--- src/rtl/remote_comm_pkg.sv ---
// Shared types and constants for the remote_comm UART command link.
package remote_comm_pkg;

  localparam int         BAUD_DIV_DEFAULT = 2604;
  localparam logic [7:0] RESP_ACK         = 8'hA5;
  localparam logic [3:0] STOP_BIT_IDX     = 4'd9;

  typedef enum logic [1:0] {
    IDLE,
    HIGH,
    LOW,
    DONE
  } tx_state_t;

  typedef enum logic {
    RX_IDLE,
    RX_BUSY
  } rx_state_t;

endpackage

--- src/rtl/remote_comm_if.sv ---
// Command/serial bundle between a host-side driver (master) and remote_comm (slave).
interface remote_comm_if;
  logic [15:0] cmd;
  logic        send_cmd;
  logic        cmd_sent;
  logic        TX;
  logic        RX;
  logic [7:0]  resp;
  logic        resp_rdy;

  modport master (
    output cmd, send_cmd, RX,
    input  cmd_sent, TX, resp, resp_rdy
  );

  modport slave (
    input  cmd, send_cmd, RX,
    output cmd_sent, TX, resp, resp_rdy
  );
endinterface

--- src/rtl/remote_comm_uart_tx.sv ---
// 8N1 UART transmitter; a trmt strobe on the tx_done cycle chains frames with no idle gap.
module uart_tx
  import remote_comm_pkg::*;
#(
  parameter int BAUD_DIV = BAUD_DIV_DEFAULT
) (
  input  logic       clk,
  input  logic       rst,
  input  logic [7:0] i_tx_data,
  input  logic       i_trmt,
  output logic       o_tx,
  output logic       o_tx_done
);

  localparam logic [15:0] BAUD_LAST = 16'(BAUD_DIV - 1);

  logic [15:0] r_baud_cnt;
  logic [3:0]  r_bit_cnt;
  logic [8:0]  r_shift;
  logic        r_busy;
  logic        r_tx;
  logic        w_bit_end;

  assign w_bit_end = r_busy && (r_baud_cnt == BAUD_LAST);
  // Combinational so the caller can issue the next trmt in the same cycle.
  assign o_tx_done = w_bit_end && (r_bit_cnt == STOP_BIT_IDX);
  assign o_tx      = r_tx;

  // NOTE: sequential state uses non-blocking assignments only, so every flop
  // samples the pre-edge values regardless of statement order.
  always_ff @(posedge clk) begin
    if (rst) begin
      r_busy     <= 1'b0;
      r_tx       <= 1'b1;
      r_baud_cnt <= '0;
      r_bit_cnt  <= '0;
      r_shift    <= '1;
    end else if (i_trmt) begin
      r_busy     <= 1'b1;
      r_tx       <= 1'b0;
      r_baud_cnt <= '0;
      r_bit_cnt  <= '0;
      r_shift    <= {1'b1, i_tx_data};
    end else if (w_bit_end) begin
      r_baud_cnt <= '0;
      if (r_bit_cnt == STOP_BIT_IDX) begin
        r_busy <= 1'b0;
      end else begin
        r_bit_cnt <= r_bit_cnt + 4'd1;
        r_tx      <= r_shift[0];
        r_shift   <= {1'b1, r_shift[8:1]};
      end
    end else if (r_busy) begin
      r_baud_cnt <= r_baud_cnt + 16'd1;
    end
  end

endmodule

--- src/rtl/remote_comm.sv ---
// Host-side UART command link: 16-bit command out as two frames, response bytes in.
// The receive path is built only when REMOTE_COMM_RX_EN is defined.
module remote_comm
  import remote_comm_pkg::*;
#(
  parameter int BAUD_DIV = BAUD_DIV_DEFAULT
) (
  input  logic         clk,
  input  logic         rst,
  remote_comm_if.slave bus
);

  tx_state_t  r_tx_state;
  logic [7:0] r_cmd_lo;
  logic       r_cmd_sent;
  logic       w_accept;
  logic       w_trmt;
  logic       w_tx_done;
  logic       w_tx;
  logic [7:0] w_tx_byte;

  // NOTE: every signal driven here gets a value on every path, so no latch is inferred.
  always_comb begin
    w_accept  = bus.send_cmd && ((r_tx_state == IDLE) || (r_tx_state == DONE));
    w_trmt    = w_accept || ((r_tx_state == HIGH) && w_tx_done);
    w_tx_byte = w_accept ? bus.cmd[15:8] : r_cmd_lo;
  end

  // The high byte goes straight to the transmitter, so only the low byte is held.
  always_ff @(posedge clk) begin
    if (rst) begin
      r_tx_state <= IDLE;
      r_cmd_lo   <= '0;
      r_cmd_sent <= 1'b0;
    end else begin
      case (r_tx_state)
        IDLE, DONE: if (bus.send_cmd) begin
          r_cmd_lo   <= bus.cmd[7:0];
          r_cmd_sent <= 1'b0;
          r_tx_state <= HIGH;
        end
        HIGH: if (w_tx_done) r_tx_state <= LOW;
        LOW: if (w_tx_done) begin
          r_cmd_sent <= 1'b1;
          r_tx_state <= DONE;
        end
        default: r_tx_state <= IDLE;
      endcase
    end
  end

  uart_tx #(.BAUD_DIV(BAUD_DIV)) u_uart_tx (
    .clk       (clk),
    .rst       (rst),
    .i_tx_data (w_tx_byte),
    .i_trmt    (w_trmt),
    .o_tx      (w_tx),
    .o_tx_done (w_tx_done)
  );

  assign bus.TX       = w_tx;
  assign bus.cmd_sent = r_cmd_sent;

`ifdef REMOTE_COMM_RX_EN
  localparam logic [15:0] RX_HALF_LAST = 16'(BAUD_DIV / 2 - 1);
  localparam logic [15:0] RX_FULL_LAST = 16'(BAUD_DIV - 1);

  logic        r_rx_sync1;
  logic        r_rx_sync2;
  logic        r_rx_prev;
  rx_state_t   r_rx_state;
  logic [15:0] r_rx_baud;
  logic [3:0]  r_rx_bit;
  logic [7:0]  r_rx_shift;
  logic [7:0]  r_resp;
  logic        r_resp_rdy;
  logic        w_rx_sample;

  always_comb begin
    w_rx_sample = (r_rx_state == RX_BUSY) &&
                  (r_rx_baud == ((r_rx_bit == 4'd0) ? RX_HALF_LAST : RX_FULL_LAST));
  end

  always_ff @(posedge clk) begin
    if (rst) begin
      r_rx_sync1 <= 1'b1;
      r_rx_sync2 <= 1'b1;
      r_rx_prev  <= 1'b1;
    end else begin
      r_rx_sync1 <= bus.RX;
      r_rx_sync2 <= r_rx_sync1;
      r_rx_prev  <= r_rx_sync2;
    end
  end

  // Framing errors are deliberately ignored: the stop-bit sample always completes the byte.
  always_ff @(posedge clk) begin
    if (rst) begin
      r_rx_state <= RX_IDLE;
      r_rx_baud  <= '0;
      r_rx_bit   <= '0;
      r_rx_shift <= '0;
      r_resp     <= '0;
      r_resp_rdy <= 1'b0;
    end else begin
      case (r_rx_state)
        RX_IDLE: if (r_rx_prev && !r_rx_sync2) begin
          r_rx_state <= RX_BUSY;
          r_rx_baud  <= '0;
          r_rx_bit   <= '0;
          r_resp_rdy <= 1'b0;
        end
        RX_BUSY: begin
          if (!w_rx_sample) begin
            r_rx_baud <= r_rx_baud + 16'd1;
          end else begin
            r_rx_baud <= '0;
            if ((r_rx_bit == 4'd0) && r_rx_sync2) begin
              r_rx_state <= RX_IDLE;
            end else if (r_rx_bit == STOP_BIT_IDX) begin
              r_resp     <= r_rx_shift;
              r_resp_rdy <= 1'b1;
              r_rx_state <= RX_IDLE;
            end else begin
              if (r_rx_bit != 4'd0) r_rx_shift <= {r_rx_sync2, r_rx_shift[7:1]};
              r_rx_bit <= r_rx_bit + 4'd1;
            end
          end
        end
        default: r_rx_state <= RX_IDLE;
      endcase
    end
  end

  assign bus.resp     = r_resp;
  assign bus.resp_rdy = r_resp_rdy;
`else
  logic w_unused_rx;
  assign w_unused_rx  = bus.RX;
  assign bus.resp     = 8'h00;
  assign bus.resp_rdy = 1'b0;
`endif

endmodule

--- src/flat_wrapper.sv ---
// flat-port wrapper written by rule: the top's interface ports become plain ports
module remote_comm_flat import remote_comm_pkg::*;
#(
  parameter int BAUD_DIV = BAUD_DIV_DEFAULT
)
  (clk, rst, bus_cmd, bus_send_cmd, bus_RX, bus_cmd_sent, bus_TX, bus_resp, bus_resp_rdy);
  remote_comm_if bus_i ();
  input  logic clk;
  input  logic rst;
  input wire logic [$bits(bus_i.cmd)-1:0] bus_cmd;
  input wire logic [$bits(bus_i.send_cmd)-1:0] bus_send_cmd;
  input wire logic [$bits(bus_i.RX)-1:0] bus_RX;
  output wire logic [$bits(bus_i.cmd_sent)-1:0] bus_cmd_sent;
  output wire logic [$bits(bus_i.TX)-1:0] bus_TX;
  output wire logic [$bits(bus_i.resp)-1:0] bus_resp;
  output wire logic [$bits(bus_i.resp_rdy)-1:0] bus_resp_rdy;
  assign bus_i.cmd = bus_cmd;
  assign bus_i.send_cmd = bus_send_cmd;
  assign bus_i.RX = bus_RX;
  assign bus_cmd_sent = bus_i.cmd_sent;
  assign bus_TX = bus_i.TX;
  assign bus_resp = bus_i.resp;
  assign bus_resp_rdy = bus_i.resp_rdy;
  remote_comm #(.BAUD_DIV(BAUD_DIV)) u_core (.clk(clk), .rst(rst), .bus(bus_i));
endmodule
--- config.mk ---
export PLATFORM = sky130hd
export DESIGN_NAME = remote_comm_flat
export DESIGN_NICKNAME = d
export VERILOG_FILES = /design/src/rtl/remote_comm_pkg.sv /design/src/rtl/remote_comm_if.sv /design/src/rtl/remote_comm_uart_tx.sv /design/src/rtl/remote_comm.sv /design/src/flat_wrapper.sv
export SDC_FILE = /design/constraint.sdc
export NUM_CORES = 1
export LEC_CHECK = 0
export CORE_MARGIN = 4
export CORE_UTILIZATION = 53
export CTS_BUF_LIST = sky130_fd_sc_hd__clkbuf_16
export DETAILED_ROUTE_END_ITERATION = 8
export PLACE_DENSITY = 0.87
export SETUP_SLACK_MARGIN = 0.05
export SLEW_MARGIN = 25
export SYNTH_ARGS = -nofsm -noshare
export SYNTH_HDL_FRONTEND = slang
export SYNTH_SLANG_ARGS = --single-unit
--- constraint.sdc ---
create_clock -name clk -period 2.2 [get_ports clk]
set_input_delay 0.44 -clock clk [delete_from_list [all_inputs] [get_ports clk]]
set_output_delay 0.44 -clock clk [all_outputs]
set_load 0.01 [all_outputs]
# Yosys cells after proc, flatten, opt, wreduce, memory -nomap -nowiden
# Index checks and enable logic that the tools add are counted.
# word_totals
ff_bits	41
inputBits	20
word_cells	56
# classes
n_addsub	2
eq_ne	9
mux	17
bitwise	1
reduce_logical	19
# op_table
cell	count
$mux 8	4
$add 16x1->16 const B	1
$eq 16x12->1 const B	1
$mux 1	8
$reduce_and 2->1	4
$mux 2	3
$pmux 2 s3	1
$reduce_and 3->1	2
$reduce_bool 2->1	3
$add 4x1->4 const B	1
$eq 2x2->1 const B	2
$eq 4x4->1 const B	1
$logic_and 1x1->1	4
$ne 2x1->1 const B	2
$ne 2x2->1 const B	2
$reduce_or 2->1	2
$reduce_or 3->1	1
$eq 2x1->1 const B	1
$logic_not 2->1	1
$logic_or 1x1->1	2
$pmux 1 s2	1
$not 1->1	1

# Logic depth before layout (Yosys ltp)
# logic_depth
ltp_word	7
mapped_depth	8

# Hierarchy
# From an unflattened synthesis, not the netlist that was laid out.
# hier_totals
hier_cells	253
area_unflattened_um2	2107.0
# by_module_without_submodules
mod	instances	cells_each	area_each_um2	seq_area_each_um2
uart_tx	1	169	1495.2	600.6
remote_comm	1	84	611.8	220.2

# Worst setup path before layout
# No wires, ideal clock.
# synth_timing
kind	flip-flop to flip-flop
from	register u_core.u_uart_tx.r_baud_cnt[0]
to	register u_core.u_uart_tx.r_shift[0]
t_arrival_ps	1851
t_required_ps	2080
path_slack_ps	229
stages_incl_launch_ff	8
cell_sequence	dfxtp_1 -> ha_1 -> nor4bb_1 -> and4_1 -> buf_6 -> nor2b_4 -> mux2_4 -> a211o_1
# synth_via
elab_chain_len	7
elab_cells_between_ends	9
classes_between	eq/ne (2); mux (1); reduce/logical (6)
# synth_rtl
item	line_no	rtl
start: declaration	remote_comm_uart_tx.sv:17	logic [15:0] r_baud_cnt;
start signal: assignment	remote_comm_uart_tx.sv:54	r_baud_cnt <= r_baud_cnt + 16'd1;
$eq 16x12->1 *	remote_comm_uart_tx.sv:24	assign w_bit_end = r_busy && (r_baud_cnt == BAUD_LAST);
$logic_and 1x1->1 *	remote_comm_uart_tx.sv:24	
$logic_and 1x1->1	remote_comm_uart_tx.sv:26	assign o_tx_done = w_bit_end && (r_bit_cnt == STOP_BIT_IDX);
$logic_and 1x1->1	remote_comm.sv:25	w_trmt = w_accept || ((r_tx_state == HIGH) && w_tx_done);
$logic_or 1x1->1	remote_comm.sv:25	
$ne 2x2->1 (no source line) or $reduce_bool 2->1 (tied branches)	-	
$reduce_and 2->1 (no source line)	-	
end signal: assignment	remote_comm_uart_tx.sv:43	r_shift <= {1'b1, i_tx_data};
end signal: assignment	remote_comm_uart_tx.sv:51	r_shift <= {1'b1, r_shift[8:1]};
end: declaration	remote_comm_uart_tx.sv:19	logic [8:0] r_shift;
# Every way passes the cells marked *; elsewhere a longest branch is shown, timed or not.
# A chain may end at the register's enable or synchronous reset.

# Worst setup path in the final report
# layout_timing
from	register u_core.u_uart_tx.r_baud_cnt[0]
to	register u_core.u_uart_tx.r_shift[3]
# The elaborated chain is that of the path after synthesis.

==> metrics.txt <==
status=complete, no violations; most common cell in the netlist=dfxtp_1; First-pass DRT Iterations=4; post-synthesis average cell area=8.98 um^2; share of layout cells above drive strength 1=9.31%; ys flop type=dfxtp_1; Yosys reg bits=41; highest clock rate=497 MHz; slowest CP cell=nor4bb_1; worst slack, placed=181 ps; fin crit share=91.5%; Max Slew Vio Count=0; initial antenna violation count=0; maximum vdd drop=0.594 mV; cts bufs inserted=5; die area=0.00490 mm^2; drt initial violations=76; register area=821 um^2; post-cts sizing count=0; cell taking the most area after synthesis=dfxtp_1; final net count=272; worst slew pin tran=534 ps; clock buffer depth=2; total number of vias=1528; final worst slack=186 ps; Post-synth ARST share=0%; Post-Syn Area=0.00204 mm^2; WP data arrival=2170 ps; post-synth top area share=40.3%; Pwr Total=0.00228 W; PwrDens=969 mW/mm^2; WP buf/inv=1; Routed Antenna Nets=0; Post-CTS Hold Fix Bufs=0; top cells by area, synth=dfxtp_1 (40%), nand2_1 (6.3%), a21oi_1 (5.2%), buf_4 (3.7%), ha_1 (3.7%); # Post-CTS Setup Buffers=0; setup TNS=0 ps; vias per cell=5.18; Core Area=0.00369 mm^2; Routability Congestion=0.805; Final Instance Area=0.00235 mm^2; GRT overflow=0; clock-pin slew on the worst setup and hold paths=60 ps; Routed WL=3510 um; Crit Path Category=flop to flop; critical path, cell by cell=ha_1, nor4bb_1, and4_1, buf_4, a31oi_4, nor4bb_1, a21oi_1; vias in the first global route=1383; first-pass GRT wire length=5850 um; number of flops mapped to enable cells by yosys=0; Critical Path Source Type=flop; CP Max Fanout=13; largest net degree at the start of global routing=24; final core occ=63.6%; Ant. Diodes=0; Die Span Y=70.0 um; multi-input combinational cell area=0.00106 mm^2; GRT Total Usage=14.9%; # rows=22; CP Capture Type=flop; Starting Density=55.3%; required time of the critical path=2360 ps; post-DP HPWL=2520 um; Synth cell types=45; TritonCTS clock tree=built; Hold Crit Class=flop to flop; Leakage=0.885 nW; most frequent cells after synthesis=dfxtp_1 (41), nand2_1 (34), a21oi_1 (21); post-route DRC violation count=0; Fin. Hold Viols=0; area delta synth->final=15.2%; post-synthesis sequential area ratio=40.3%; Layout Skew=7.83 ps; Synth Instances=227; Worst path most repeated cell=nor4bb_1; Filler cells=309; # port buffers=20; cell family with most CP delay=simple AND/OR/NAND/NOR gates; max cap viols=0; clk sinks=41; Die Wd=70.0 um; slowest cell delay on critical path=390 ps; Final Setup Violations=0; Yosys warnings=0; Worst-Skew Late Latency=280 ps; Placed Area=0.00220 mm^2; Period minus WS final=2010 ps; DR WL/cell=11.9 um; H-tree levels=2; Slew headroom=64.4%; Root Buffer=clkbuf_16; Ports=31; RSZ-0062 raised after global routing=false
==> worst reg2reg max path: stages, from the launching register on <==
cell and delay, ps:
dfxtp_1 360, ha_1 190, nor4bb_1 250, and4_1 260, buf_4 180, a31oi_4 180, nor4bb_1 390, a21oi_1 80
==> final cells by class <==
class	instances	share of cell area, %
multi-input cells	167	45.3
flip-flops and latches	41	35.0
repair buffers	25	10.1
clock buffers	5	5.33
well taps	48	2.56
inverters	6	0.959
clock inverters	3	0.746
==> sequential cells by signal, summed over array words and instances, names as in the netlist <==
name	count
u_core.u_uart_tx.r_baud_cnt	16
u_core.r_cmd_lo	8
u_core.u_uart_tx.r_shift	8
u_core.u_uart_tx.r_bit_cnt	4
u_core.r_tx_state	2
u_core.bus.cmd_sent	1
u_core.u_uart_tx.o_tx	1
u_core.u_uart_tx.r_busy	1
==> power by group <==
| part | internal (W) | switching (W) | leakage, nW |
|---|---|---|---|
| clock | 0.000415 | 0.000288 | 0.0696 |
| combinational | 0.000294 | 0.000362 | 0.481 |
| sequential | 0.000861 | 0.0000551 | 0.335 |
| total | 0.00157 | 0.000705 | 0.885 |
==> cells in the final DEF (no fill, tap or decap), types with 2 or more instances in the layout <==
cell type        synthesis  layout
clkinv_2                 0       2
clkdlybuf4s50_1          0      20
nor4bb_1                 7       7
nor2_1                  18      18
buf_4                   10       5
ha_1                     6       6
nand3_1                  5       5
clkbuf_16                0       5
nand2_1                 34      34
and4_1                   3       3
and3_1                   3       3
xnor2_1                  6       6
mux2i_1                  7       7
inv_1                    6       6
xor2_1                   8       8
a21oi_2                  2       2
or3_1                    7       7
o21ai_0                  6       6
conb_1                   1       9
nand4_1                  4       4
a21oi_1                 21      21
dfxtp_1                 41      41
and3b_1                  2       2
==> kinds of logic after synthesis <==
family,count (synthesis),synth area share (%)
AOI/OAI and AO/OA,35,10.6
xor gates and xnor gates,14,6.02
adders and majority gates,6,3.68
buffers and inverters,27,9.02
DFF,41,40.3
muxes,9,4.73
other,1,0.184
and+or+nand+nor,94,25.5
==> per-stage QoR <==
stage               cells  hold WS [ps]
floorplan             235           432
global placement      287           441
detailed placement    287           449
CTS                   295           456
global route          295           489
finish                295           459
==> per-layer routing <==
| layer | vias up | global-route usage (%) | wire [um] |
|---|---|---|---|
| met1 | 689 | 16.5 | 1530 |
| met4 | 0 | 6.81 | 63 |
| met5 | - | 0 | 0 |
| li1 | 801 | - | - |
| met3 | 7 | 5.32 | 164 |
| met2 | 31 | 25.4 | 1750 |
==> path summary, 6_finish.rpt <==
kind	slack, ps	from	depth (start not counted)	to
max reg2reg	190	u_core.u_uart_tx.r_baud_cnt[0]$_SDFFE_PP0P_	7	u_core.u_uart_tx.r_shift[3]$_SDFFE_PP1P_
min reg2reg	460	u_core.r_cmd_lo[4]$_SDFFE_PP0P_	2	u_core.r_cmd_lo[4]$_SDFFE_PP0P_
min	460	u_core.r_cmd_lo[4]$_SDFFE_PP0P_	2	u_core.r_cmd_lo[4]$_SDFFE_PP0P_
max	190	u_core.u_uart_tx.r_baud_cnt[0]$_SDFFE_PP0P_	7	u_core.u_uart_tx.r_shift[3]$_SDFFE_PP1P_
(Power assumes the default switching activity.)
